$ cat src/rtl/mem_port_arbiter.sv
// Two-port (fetch/exec) arbiter for one shared memory port, with an optional watchdog.
// Define ARB_ROUND_ROBIN_EN for fair arbitration; otherwise exec has fixed priority over fetch.
module mem_port_arbiter #(
  parameter int M_WIDTH  = 8,
  parameter int TIMEOUT  = 255,
  parameter int TO_WIDTH = 8
) (
  input  logic               clk,
  input  logic               rst,
  input  logic               f_req,
  input  logic               f_we,
  input  logic [M_WIDTH-1:0] f_addr,
  input  logic [M_WIDTH-1:0] f_wdata,
  input  logic [1:0]         f_acc_width,
  output logic [M_WIDTH-1:0] f_rdata,
  output logic               f_ready,
  output logic               f_err,
  input  logic               e_req,
  input  logic               e_we,
  input  logic [M_WIDTH-1:0] e_addr,
  input  logic [M_WIDTH-1:0] e_wdata,
  input  logic [1:0]         e_acc_width,
  output logic [M_WIDTH-1:0] e_rdata,
  output logic               e_ready,
  output logic               e_err,
  output logic               mem_req,
  output logic               mem_we,
  output logic [M_WIDTH-1:0] mem_addr,
  output logic [M_WIDTH-1:0] mem_data_out,
  output logic [1:0]         mem_acc_width,
  input  logic [M_WIDTH-1:0] mem_data_in,
  input  logic               mem_ready,
  output logic [1:0]         grant,
  output logic               busy
);

  typedef enum logic {
    S_IDLE    = 1'b0,
    S_GRANTED = 1'b1
  } state_t;

  localparam logic [1:0] MEM_ACC_32 = 2'b10;
  localparam bit         WD_EN      = (TIMEOUT > 0);
  localparam logic [TO_WIDTH-1:0] TO_LAST = (TIMEOUT > 0) ? TO_WIDTH'(TIMEOUT - 1) : '0;

  state_t              state_q, state_d;
  logic [1:0]          grant_q, grant_d;
  logic [TO_WIDTH-1:0] wd_cnt_q, wd_cnt_d;

  logic               own_e;
  logic               own_req;
  logic               own_we;
  logic [M_WIDTH-1:0] own_addr;
  logic [M_WIDTH-1:0] own_wdata;
  logic [1:0]         own_acc;
  logic               done;
  logic               timeout;
  logic               prio_e;
  logic               pick_e;

`ifdef ARB_ROUND_ROBIN_EN
  // Remembers whether exec won the most recent grant; a tie goes to the other port.
  logic last_e_q, last_e_d;
  assign prio_e = ~last_e_q;
`else
  assign prio_e = 1'b1;
`endif

  always_comb begin
    own_e     = grant_q[1];
    own_req   = own_e ? e_req       : f_req;
    own_we    = own_e ? e_we        : f_we;
    own_addr  = own_e ? e_addr      : f_addr;
    own_wdata = own_e ? e_wdata     : f_wdata;
    own_acc   = own_e ? e_acc_width : f_acc_width;
    done      = (state_q == S_GRANTED) && own_req && mem_ready;
    // A real mem_ready in the last allowed cycle beats the watchdog.
    timeout   = WD_EN && (state_q == S_GRANTED) && own_req && !mem_ready &&
                (wd_cnt_q == TO_LAST);
    pick_e    = e_req && (!f_req || prio_e);
  end

  always_comb begin
    mem_req       = 1'b0;
    mem_we        = 1'b0;
    mem_addr      = '0;
    mem_data_out  = '0;
    mem_acc_width = MEM_ACC_32;
    f_rdata       = '0;
    f_ready       = 1'b0;
    f_err         = 1'b0;
    e_rdata       = '0;
    e_ready       = 1'b0;
    e_err         = 1'b0;
    grant         = grant_q;
    busy          = (state_q == S_GRANTED);
    if (state_q == S_GRANTED) begin
      mem_req       = own_req && !timeout;
      mem_we        = own_we;
      mem_addr      = own_addr;
      mem_data_out  = own_wdata;
      mem_acc_width = own_acc;
      if (own_e) begin
        e_rdata = timeout ? '0 : mem_data_in;
        e_ready = done || timeout;
        e_err   = timeout;
      end else begin
        f_rdata = timeout ? '0 : mem_data_in;
        f_ready = done || timeout;
        f_err   = timeout;
      end
    end
  end

  always_comb begin
    state_d  = state_q;
    grant_d  = grant_q;
    wd_cnt_d = wd_cnt_q;
`ifdef ARB_ROUND_ROBIN_EN
    last_e_d = last_e_q;
`endif
    case (state_q)
      S_IDLE: begin
        if (f_req || e_req) begin
          state_d  = S_GRANTED;
          grant_d  = {pick_e, !pick_e};
          wd_cnt_d = '0;
`ifdef ARB_ROUND_ROBIN_EN
          last_e_d = pick_e;
`endif
        end
      end
      S_GRANTED: begin
        // Abort (owner dropped req), completion and timeout all release the port.
        if (!own_req || done || timeout) begin
          state_d = S_IDLE;
          grant_d = 2'b00;
        end else begin
          wd_cnt_d = wd_cnt_q + TO_WIDTH'(1);
        end
      end
      default: begin
        state_d = S_IDLE;
        grant_d = 2'b00;
      end
    endcase
  end

  always_ff @(posedge clk or posedge rst) begin
    if (rst) begin
      state_q  <= S_IDLE;
      grant_q  <= 2'b00;
      wd_cnt_q <= '0;
    end else begin
      state_q  <= state_d;
      grant_q  <= grant_d;
      wd_cnt_q <= wd_cnt_d;
    end
  end

`ifdef ARB_ROUND_ROBIN_EN
  always_ff @(posedge clk or posedge rst) begin
    if (rst) last_e_q <= 1'b0;
    else     last_e_q <= last_e_d;
  end
`endif

endmodule

$ cat config.mk
export PLATFORM = sky130hd
export DESIGN_NAME = mem_port_arbiter
export DESIGN_NICKNAME = d
export VERILOG_FILES = /design/src/rtl/mem_port_arbiter.sv
export SDC_FILE = /design/constraint.sdc
export NUM_CORES = 1
export LEC_CHECK = 0
export ABC_CLOCK_PERIOD_IN_PS = 3400
export CORE_ASPECT_RATIO = 1.2
export CORE_MARGIN = 1.5
export CORE_UTILIZATION = 36
export CTS_BUF_LIST = sky130_fd_sc_hd__clkbuf_4
export DETAILED_ROUTE_END_ITERATION = 8
export PLACE_DENSITY = 0.88
export SYNTH_ARGS = -nofsm -noshare
export SYNTH_HDL_FRONTEND = slang
export SYNTH_SLANG_ARGS = --single-unit
$ cat constraint.sdc
create_clock -name clk -period 3.4 [get_ports clk]
set_input_delay 1.02 -clock clk [delete_from_list [all_inputs] [get_ports clk]]
set_output_delay 1.02 -clock clk [all_outputs]
set_load 0.05 [all_outputs]
After elaboration in Yosys (flattened, before gate mapping)
Index checks and enable logic that the tools add are counted.
Operators by class
  add/subtract/negate cells: 1
  equal/unequal tests: 4
  multiplexer cells: 32
  bitwise operators: 1
  reduce and logical (&&, ||, !) cells: 15
Operator list (count)
  2-to-1 mux 8 bit: 11
  one-hot mux 8 bit (2 select lines): 1
  2-to-1 mux 1 bit: 14
  adder 8 x 1 -> 8 bit, second input constant: 1
  == test 8 bit, second input constant: 1
  2-to-1 mux 2 bit: 4
  logical AND 1 bit: 5
  zero test 1 bit: 4
  logical OR 1 bit: 4
  inequality test 2 bit, second input constant: 2
  one-hot mux 2 bit (2 select lines): 1
  AND reduction 2 bit: 2
  inequality test 2 x 1 -> 1 bit, second input constant: 1
  one-hot mux 1 bit (2 select lines): 1
  inverter 1 bit: 1
Storage, ports and cells
  bits in registers: 11
  bits of input ports: 51
  logic and storage cells: 56

Longest topological paths before layout
  depth after elaboration: 7
  depth in mapped cells: 7
  gate-level depth less buffers: 7

Worst setup path after synthesis
OpenSTA, ideal clock, no wires.
  kind: input-to-output
  start: input port mem_ready
  end: output port f_ready
  data arrival time: 2.533 ns
  data required time: 2.380 ns
  slack: -0.153 ns
  stages: 3
  buffers on the path: 0
  path through: nand4b_1 > o21ba_2 > nor3_1
Between the ends
  longest elaborated chain between the ends: 6
  elaborated cells on any way between the ends: 7
Ends and longest elaborated chain
  start, declared: line 32  | input logic mem_ready,
  zero test 1 bit: line 78  | timeout = WD_EN && (state_q == S_GRANTED) && own_req && !mem_ready &&
  logical AND 1 bit (2 in a row): line 78
  logical OR 1 bit *: line 109  | f_ready = done || timeout;
  2-to-1 mux 1 bit *: line 103  | if (own_e) begin
  2-to-1 mux 1 bit *: line 97  | if (state_q == S_GRANTED) begin
  end, declared: line 16  | output logic f_ready,
Every way passes the cells marked *; elsewhere a longest branch is shown, timed or not.

Worst setup path after layout
  start: input port f_req
  end: output port f_rdata[5]
Between the ends
  longest elaborated chain between the ends: 7
Ends and longest elaborated chain
  start, declared: line 10  | input logic f_req,
  2-to-1 mux 1 bit: line 71  | own_req = own_e ? e_req : f_req;
  logical AND 1 bit (3 in a row): line 78
  2-to-1 mux 8 bit: line 108  | f_rdata = timeout ? '0 : mem_data_in;
  2-to-1 mux 8 bit: line 103
  2-to-1 mux 8 bit: line 97
  end, declared: line 15  | output logic [M_WIDTH-1:0] f_rdata,
No other way between the ends.

==> flow_summary_export.csv <==
group,metric,value,unit
floorplan,design.die.area,3490,µm²
global_routing,grt_max_degree,21,
route,ant_nets,0,
logic_synthesis,synth_nets,185,
power_and_ir_drop,p_int,0.000732,W
setup_path,reg2reg_to,"wd_cnt_q[0]",
logic_synthesis,synthTopCellsByCount,"19 x mux2i_1, 18 x nor2b_1, 16 x and2_1",
power_and_ir_drop,sw_frac_of_total,48.6,%
timing,timing_hold_violations_final,0,
layout,instances_no_fill,270,
logic_synthesis,netlist_instances,132,
layout,multi_input_area,860,µm²
global_routing,overflow,0,
clock_network,holdBufCountCts,0,
logic_synthesis,syn_area,1130,µm²
route,drcViolationCount,0,
route,routed_wl,4870,µm
setup_path,worstPathCellList,"dlygate4sd2_1 -> mux2_4 -> and2_4 -> a21oi_4 -> and2_4 -> buf_12",
clock_network,clock_latency,0.27,ns
power_and_ir_drop,p_clk_share,7.0,%
setup_path,worstSetupStartpoint,"f_req",
power_and_ir_drop,combinationalPowerShare,79.6,%
timing,tightestPinTransition,0.552,ns
placement,dp.cells,264,
logic_synthesis,synth_area_leader_cell,"dfrtp_1",
setup_path,crit_cells,6,
timing,slew_headroom,63.2,%
clock_network,cts_buffer_depth,2,
logic_synthesis,avgSynthCellArea,8.57,µm²
clock_network,htreeDepth,1,
setup_path,slowest_delay,0.28,ns
timing,min_period_over_period,98.4,%
global_routing,grt_pass1_vias,1590,
power_and_ir_drop,switchingPower,0.000691,W
placement,io_buffers,93,
clock_network,cts_sinks,11,
floorplan,die_w,54.2,µm
layout,fillCellCount,133,
layout,diodes,0,
placement,place_congestion,0.984,
route,wl_per_cell,18.0,µm
timing,setup_ws,0.0532,ns
route,vias,1490,
logic_synthesis,synth_top_area_share,24.3,%
logic_synthesis,ys_async_sr_fraction,100,%
layout,syn2layout_area_growth,134,%
layout,final_nets,288,
setup_path,cp-start-kind,"input port",
timing,max_freq,299,MHz
logic_synthesis,seq_area_frac_synth,24.3,%
route,first_iter_violations,62,
power_and_ir_drop,p_leak,1.15,nW
clock_network,cts_tree,"done",
floorplan,fp.coreArea,3030,µm²
status,status,"complete, no violations",
setup_path,worstSetupEndpoint,"f_rdata[5]",
setup_path,cp_top_family,"simple AND/OR/NAND/NOR gates",
floorplan,die_y,64.4,µm
logic_synthesis,synthTopCellsByArea,"dfrtp_1 24%, mux2i_1 17%, nor2b_1 10%, and2_1 8.8%, o2bb2ai_1 3.1%",
layout,drive_above_1_share,33.8,%
setup_path,r2r_slack,1.30,ns
logic_synthesis,synth_cell_types,36,
setup_path,arrival,2.33,ns
power_and_ir_drop,ir_drop,0.000438,V
placement,place_hpwl,3760,µm
setup_path,critPathKind,"in -> out",
floorplan,start_util,37.4,%
placement,dp_slack,-0.241,ns
power_and_ir_drop,cellPowerDensity,537,nW/µm²
setup_path,cp-end-kind,"output pin",
power_and_ir_drop,seq_power_share,13.4,%
timing,finalCriticalPeriod,3.35,ns
route,drt_pass1_iterations,4,
timing,drv_slew,0,
timing,fin_skew,0.000462,ns
flow_run,drv_cap,0,
clock_network,path_clk_slew,0.07,ns
floorplan,ioPinCount,94,
logic_synthesis,yosysWarnings,0,
route,via_per_inst,5.52,
setup_path,crit_required,2.38,ns
clock_network,clockRootBuffer,"clkbuf_4",
setup_path,slowest_stage,"mux2_4",
layout,final-seq-area,275,µm²
setup_path,r2r-start,"wd_cnt_q[0]",
global_routing,antenna_found_initial,0,
logic_synthesis,yosysMostFrequentCell,"mux2i_1",
floorplan,rows,22,
global_routing,grt_pass1_wl,7620,µm
global_routing,grt_usage,29.6,%
logic_synthesis,synth-main-ff-cell,"dfrtp_1",
worst_hold_path,min_path_type,"reg -> reg",
timing,setup_viol,0,
setup_path,cp_max_fo,8,
setup_path,cp_num_buf_inv,2,
logic_synthesis,synth_edf_count,0,
clock_network,cts_made_buffers,3,
logic_synthesis,synth-seq-cells,11,
setup_path,cpMostUsedCell,"and2_4",
setup_path,reg2reg_depth,9,
-- metal layers --
layer	GRT usage (%)	vias up	share of wire, %
li1	-	662	-
met1	32.0	699	31
met2	53.5	103	56
met3	4.21	26	8.3
met4	13.8	0	4.8
met5	0	-	0
-- worst min path at each step --
stage                start     endpoint  slack [ns]  depth (start not counted)
5_1_grt        wd_cnt_q[7]  wd_cnt_q[7]        0.59                          1
4_1_cts           grant[0]     grant[0]        0.54                          2
6_report          grant[0]     grant[0]        0.55                          2
3_5_place_dp      grant[0]     grant[0]        0.52                          2
3_3_place_gp   wd_cnt_q[7]  wd_cnt_q[7]        0.52                          1
2_1_floorplan  wd_cnt_q[7]  wd_cnt_q[7]        0.50                          1
-- tightest hold or removal path, cell delays in order (launching register included) --
cell and delay (ns):
dfrtp_1 0.38, nand3_1 0.08, o31ai_1 0.06
-- flip-flops by register name, indices dropped and copies added (netlist names) --
register	cells
grant	2
wd_cnt_q	8
busy	1
-- cell type report --
| cell class | count | share of cell area, % |
|---|---|---|
| clock buffer | 4 | 1.13 |
| inverter | 6 | 0.851 |
| multi-input combinational | 108 | 32.5 |
| sequential | 11 | 10.4 |
| tap | 36 | 1.70 |
| timing repair buffer | 105 | 53.4 |
-- power by group through the flow --
| stage | logic [W] | clock network [W] | registers [W] |
|---|---|---|---|
| floorplan | 0.000562 | 0 | 0.000195 |
| global placement | 0.00107 | 0 | 0.000189 |
| detailed placement | 0.00110 | 0 | 0.000191 |
| CTS | 0.00113 | 0.000102 | 0.000189 |
| global route | 0.00117 | 0.000105 | 0.000195 |
| finish | 0.00113 | 0.0000999 | 0.000191 |
-- metrics by stage --
step | hold slack, ns | TNS [ns] | instance area, µm² | utilization (%) | power (W)
5_1_grt | 0.592 | -0.000740 | 2650 | 87.4 | 0.00147
3_5_place_dp | 0.522 | -3.55 | 2540 | 84.0 | 0.00129
4_1_cts | 0.541 | 0 | 2630 | 86.8 | 0.00142
2_1_floorplan | 0.497 | 0 | 1140 | - | 0.000757
3_3_place_gp | 0.521 | -2.43 | 2540 | 84.0 | 0.00126
6_report | 0.547 | 0 | 2650 | 87.4 | 0.00142
-- layout by cell type, fill, tap and decap left out, types with 2 or more instances in the layout --
cell type,n
clkdlybuf4s50_1,49
buf_12,40
mux2i_1,19
nor2b_1,18
buf_4,13
dfrtp_1,11
and2_4,10
and2_1,7
nand2_1,6
nand3_1,6
inv_1,5
o2bb2ai_1,4
clkbuf_4,4
xor2_1,3
and3_1,3
nor2_1,3
dlygate4sd2_1,3
nand4_1,2
a21oi_4,2
a21oi_1,2
o21ai_2,2
ha_1,2
-- cell families after synthesis --
group / share of synthesized area, %
multiplexers: 18.1
buffers and inverters: 5.75
adder cells (fa/ha/maj): 2.21
AO/OA/AOI/OAI: 15.0
XOR/XNOR: 2.32
AND/OR/NAND/NOR: 32.2
flip-flops: 24.3
-- timing repair --
action / CTS / global route
pin swaps: 3 / 3
endpoints found under the setup margin: 20 / 4
gates resized for setup: 18 / 2
setup buffers: 0 / 2
Note: power is estimated with default switching activity, not from simulation.
